==> config.mk <==
export PLATFORM = sky130hd
export DESIGN_NAME = uart_tx_arbiter
export DESIGN_NICKNAME = d
export VERILOG_FILES = /design/src/rtl/uart_tx_arbiter.sv
export SDC_FILE = /design/constraint.sdc
export NUM_CORES = 1
export LEC_CHECK = 0
export CORE_ASPECT_RATIO = 0.6
export CORE_MARGIN = 4
export CORE_UTILIZATION = 30
export CTS_BUF_LIST = sky130_fd_sc_hd__clkbuf_8
export DETAILED_ROUTE_END_ITERATION = 8
export HOLD_SLACK_MARGIN = 0.08
export PLACE_DENSITY = 0.65
export SYNTH_ARGS = -nofsm -noshare
export SYNTH_HDL_FRONTEND = slang
export SYNTH_SLANG_ARGS = --single-unit
==> constraint.sdc <==
create_clock -name i_clk -period 2.6 [get_ports i_clk]
set_clock_uncertainty 0.1 [all_clocks]
set_input_delay 0.39 -clock i_clk [delete_from_list [all_inputs] [get_ports i_clk]]
set_output_delay 0.39 -clock i_clk [all_outputs]
set_load 0.005 [all_outputs]
==> src/rtl/uart_tx_arbiter.sv <==
// Round-robin arbiter sharing one uart_tx between NUM_REQ byte-stream requesters.
// A grant lasts for a whole message, capped by MAX_MSG_LEN and revoked after IDLE_TIMEOUT idle cycles.
module uart_tx_arbiter #(
  parameter int NUM_REQ      = 4,
  parameter int MAX_MSG_LEN  = 16,
  parameter int IDLE_TIMEOUT = 1024
) (
  input  logic                 i_clk,
  input  logic                 i_rst,
  input  logic [NUM_REQ-1:0]   i_req_valid,
  input  logic [8*NUM_REQ-1:0] i_req_data,
  input  logic [NUM_REQ-1:0]   i_req_last,
  output logic [NUM_REQ-1:0]   o_req_ready,
  output logic [7:0]           o_tx_data,
  output logic                 o_tx_valid,
  input  logic                 i_tx_rdy,
  output logic [NUM_REQ-1:0]   o_grant,
  output logic                 o_busy,
  output logic                 o_trunc,
  output logic                 o_timeout
);

  localparam int IW = (NUM_REQ > 1) ? $clog2(NUM_REQ) : 1;
  localparam int BW = (MAX_MSG_LEN > 0) ? $clog2(MAX_MSG_LEN + 1) : 1;
  localparam int TW = (IDLE_TIMEOUT > 0) ? $clog2(IDLE_TIMEOUT + 1) : 1;

  typedef enum logic [1:0] {
    S_ARB,
    S_FETCH,
    S_SEND
  } state_t;

  state_t             state;
  logic [IW-1:0]      last_grant;
  logic [IW-1:0]      grant_idx;
  logic [BW-1:0]      byte_cnt;
  logic [TW-1:0]      idle_cnt;
  logic               last_flag;

  logic               arb_found;
  logic [IW-1:0]      arb_idx;
  logic [IW-1:0]      cand_idx;
  logic [NUM_REQ-1:0] arb_onehot;
  logic [7:0]         sel_data;
  logic               sel_last;
  logic               sel_valid;
  logic               tx_xfer;

  // Search upward from the previous owner so every requester gets a turn.
  always_comb begin
    arb_found = 1'b0;
    arb_idx   = '0;
    cand_idx  = '0;
    for (int i = 1; i <= NUM_REQ; i++) begin
      cand_idx = IW'((int'(last_grant) + i) % NUM_REQ);
      if (!arb_found && i_req_valid[cand_idx]) begin
        arb_found = 1'b1;
        arb_idx   = cand_idx;
      end
    end
  end

  assign arb_onehot = {{(NUM_REQ-1){1'b0}}, 1'b1} << arb_idx;

  always_comb begin
    sel_data = '0;
    sel_last = 1'b0;
    for (int k = 0; k < NUM_REQ; k++) begin
      if (grant_idx == IW'(k)) begin
        sel_data = i_req_data[8*k +: 8];
        sel_last = i_req_last[k];
      end
    end
  end

  assign o_req_ready = (state == S_FETCH) ? o_grant : '0;
  assign sel_valid   = |(i_req_valid & o_req_ready);
  assign tx_xfer     = o_tx_valid & i_tx_rdy;

  always_ff @(posedge i_clk) begin
    if (i_rst) begin
      state      <= S_ARB;
      last_grant <= IW'(NUM_REQ - 1);
      grant_idx  <= '0;
      byte_cnt   <= '0;
      idle_cnt   <= '0;
      last_flag  <= 1'b0;
      o_tx_data  <= '0;
      o_tx_valid <= 1'b0;
      o_grant    <= '0;
      o_busy     <= 1'b0;
      o_trunc    <= 1'b0;
      o_timeout  <= 1'b0;
    end else begin
      o_trunc   <= 1'b0;
      o_timeout <= 1'b0;
      case (state)
        S_ARB: begin
          if (arb_found) begin
            grant_idx <= arb_idx;
            o_grant   <= arb_onehot;
            o_busy    <= 1'b1;
            byte_cnt  <= '0;
            idle_cnt  <= '0;
            state     <= S_FETCH;
          end
        end

        S_FETCH: begin
          if (sel_valid) begin
            o_tx_data  <= sel_data;
            o_tx_valid <= 1'b1;
            last_flag  <= sel_last;
            // Saturate so an unlimited message length never wraps the count.
            if (byte_cnt != {BW{1'b1}}) begin
              byte_cnt <= byte_cnt + 1'b1;
            end
            idle_cnt   <= '0;
            state      <= S_SEND;
          end else if ((IDLE_TIMEOUT != 0) && (idle_cnt == TW'(IDLE_TIMEOUT - 1))) begin
            o_timeout  <= 1'b1;
            last_grant <= grant_idx;
            o_grant    <= '0;
            o_busy     <= 1'b0;
            state      <= S_ARB;
          end else if (idle_cnt != {TW{1'b1}}) begin
            idle_cnt <= idle_cnt + 1'b1;
          end
        end

        S_SEND: begin
          if (tx_xfer) begin
            o_tx_valid <= 1'b0;
            if (last_flag) begin
              last_grant <= grant_idx;
              o_grant    <= '0;
              o_busy     <= 1'b0;
              state      <= S_ARB;
            end else if ((MAX_MSG_LEN != 0) && (byte_cnt == BW'(MAX_MSG_LEN))) begin
              o_trunc    <= 1'b1;
              last_grant <= grant_idx;
              o_grant    <= '0;
              o_busy     <= 1'b0;
              state      <= S_ARB;
            end else begin
              state <= S_FETCH;
            end
          end
        end

        default: state <= S_ARB;
      endcase
    end
  end

endmodule

==> impl_results.md <==
* Status: complete, no violations
* Syn_nets at 291
* Layout area overhead at 35.6%
* Post-synth top flop: dfxtp_1
* Share of post-route cells with drive strength above 1 at 0.135
* I/O Buffers at 62
* Final GP Congestion at 0.803
* Max Slew Vio Count at 0
* Clk_lat worst skew at 0.29 ns
* Drt drc at 0
* P_leak at 1.18 nW
* Grt ovf at 0
* Final WL at 5.51 mm
* Die Area at 9140 µm²
* Via count of the first global-routing pass at 1930
* Worst Tran Pin Value at 0.631 ns
* Part of the cycle the worst path needs at 0.881
* Worst min path class: flop to flop
* Clock network power share at 0.210
* Register bit total from synthesis at 39
* Sequential area share after synthesis at 0.341
* Initial antenna violation count at 0
* Power density over the cells at 609 nW/µm²
* Final setup TNS at 0 ns
* WL/cell at 13.5 µm
* Synth Instances at 240
* Rel. slew slack at 0.579
* Antenna diode count at 0
* Gate power share at 0.401
* Final Instance Area at 3110 µm²
* Final setup viols at 0
* EDFF count, synth at 0
* Clock transition at path regs at 0.08 ns
* Reg power frac at 0.389
* Worst Setup Path Type: flop to output port
* Placed instance area at 3020 µm²
* Critical-path top delay cell: clkdlybuf4s50_1
* Reg2reg setup slack at 0.51 ns
* Synth warn at 0
* Vert. Die Dim at 75.7 µm
* Initial DRT Pass Iterations at 4
* Global-route usage over all layers at 0.127
* Largest net degree at the start of global routing at 25
* CTS tree: yes
* Num CTS Buffers at 5
* Psw at 0.000680 W
* Min cycle time layout at 2.29 ns
* Nets@finish at 354
* R2r endpoint: o_busy
* Number of buffers on the longest clock path at 2
* DR vias at 1959
* CP endpoint kind: output port
* DR iter-0 viols at 176
* Max H-tree Level at 2
* Core area at 7330 µm²
* Worst R2R Path Depth at 6
* Hold_buf cts at 0
* WP buf/inv at 2
* Layout fillers at 732
* Type of origin of the critical path: flop
* Crit path cell chain: inv_1, ha_2, and2_1, clkdlybuf4s50_1
* First-pass GRT wire length at 9.26 mm
* Avg Inst Size Synth at 9.55 µm²
* Boundary pin count at 63
* CTS root buf: clkbuf_8
* Switching Share at 0.360
* Crit path launch: state[1]
* Crit path depth at 4
* Yosys top cell area share at 0.341
* Critical path endpoint: o_req_ready[1]
* Clk sink count at 39
* Worst IR drop on VDD at 0.244 mV
* RSZ-0062 raised after global routing: no
* Power Total at 0.00189 W
* Ranking of synthesized cells by area: dfxtp_1 (34%), mux4_2 (8.8%), mux2i_1 (7.4%), nor2_1 (5.4%), ha_1 (4.4%)
* Delay-heaviest family, CP: buffers and inverters
* Critical path's largest stage delay at 0.50 ns
* P_int at 0.00121 W
* FF/Latch Area at 781 µm²
* Reg-to-Reg Start: idle_cnt[0]
* Via/cell ratio at 4.80
* CP Data Arrival Time at 1.80 ns
* Highest Clock Rate at 436 MHz
* Max-cap viol count at 0
* Synth unique cells at 54
* Post-route ant nets at 0
* Crit-path max FO at 16
* Data required, critical path at 2.11 ns
* Asr flop ratio synth at 0
* Post-synth design cell area at 2290 µm²
* Initial Util at 0.313
* Multi-input logic area at 1420 µm²
* Floorplan row count at 24
* Fin. Hold Viols at 0
* Post-detail-place hpwl at 4.39 mm
* Synth area leader: dfxtp_1
* Chip Width at 121 µm
metrics by stage:
step,std cells,worst slack (ns),hold slack (ns),utilization
2_1_floorplan,240,0.790,0.349,-
3_3_place_gp,400,0.286,0.364,0.412
3_5_place_dp,400,0.199,0.374,0.412
4_1_cts,408,0.0777,0.385,0.423
5_1_grt,408,0.209,0.421,0.424
6_report,408,0.308,0.384,0.424
worst min-delay path: stages (launching register included):
cell and delay, ns:
dfxtp_1 0.33, nand2_1 0.06, a21oi_1 0.05
layer usage:
metal | vias up | track usage | routed length (µm)
met2 | 57 | 0.191 | 2250
li1 | 986 | - | -
met3 | 4 | 0.0438 | 423
met4 | 0 | 0.0276 | 54
met5 | - | 0 | 0
met1 | 912 | 0.177 | 2780
cell usage in the layout (no fill, tap or decap), types with 2 or more instances in the layout:
cell type        count
mux4_2               9
xor2_1               8
nand2_1             19
ha_1                 7
and2_1               5
nand3b_1             4
mux2i_1             17
and3_1               5
nand3_1              8
clkdlybuf4s50_1     62
o22ai_1              2
nor2b_1              2
clkbuf_8             5
a211oi_1             2
dfxtp_1             39
buf_4                4
o211ai_2             6
a22oi_2              2
inv_1               11
or3_1                2
a21oi_1             11
nand2b_1             5
o21ai_0              2
nor3_1               3
nor2_1              33
cell type report:
class / count / share of cell area
inverters: 11 / 0.0133
clock buffers: 5 / 0.0222
well taps: 104 / 0.0419
clock inverters: 3 / 0.00524
repair buffers: 66 / 0.210
multi-input cells: 180 / 0.456
flip-flops and latches: 39 / 0.251
power by group through the flow:
stage / logic (W) / clock network [W] / registers [W]
after floorplan: 0.000538 / 0 / 0.000712
after global placement: 0.000748 / 0 / 0.000749
after detailed placement: 0.000760 / 0 / 0.000749
after CTS: 0.000761 / 0.000409 / 0.000736
after global routing: 0.000833 / 0.000440 / 0.000746
final: 0.000759 / 0.000396 / 0.000735
flip-flops by register name (all words and copies together), names as in the netlist:
register,count
byte_cnt,5
grant_idx,2
idle_cnt,11
last_flag,1
last_grant,2
o_busy,1
o_grant,4
o_timeout,1
o_trunc,1
o_tx_data,8
o_tx_valid,1
state,2
cells by family (layout without fill, tap and decap cells):
family | Yosys count | after routing | synth area share
simple gates | 97 | 97 | 0.233
compound gates | 39 | 39 | 0.139
flops | 39 | 39 | 0.341
mux | 27 | 27 | 0.168
buf+inv | 21 | 85 | 0.0415
xor+xnor | 9 | 9 | 0.0344
fa+ha+maj | 8 | 8 | 0.0437
how the worst min path moves through the flow:
stage | end | from | slack [ns] | cells past startpoint
3_3_place_gp | idle_cnt[1] | idle_cnt[1] | 0.36 | 2
4_1_cts | idle_cnt[1] | idle_cnt[1] | 0.39 | 2
2_1_floorplan | byte_cnt[4] | byte_cnt[4] | 0.35 | 2
5_1_grt | byte_cnt[1] | byte_cnt[1] | 0.42 | 2
6_report | byte_cnt[1] | byte_cnt[1] | 0.38 | 2
3_5_place_dp | idle_cnt[1] | idle_cnt[1] | 0.37 | 2
synthesized netlist by cell type, drive strengths merged, types with 5 or more instances:
library cell,instances
o211ai,7
a21oi,12
dfxtp,39
mux2i,17
nand2,19
and3,5
xor2,8
ha,8
and2,5
nand3,9
mux4,9
nor2,33
nand2b,5
buf,6
inv,11
repair_timing:
item	4_1_cts	5_1_grt
gates resized for setup	0	1
endpoints found under the setup margin	0	3
buffers inserted	0	0
No activity file was read; power rests on OpenSTA's default activity.
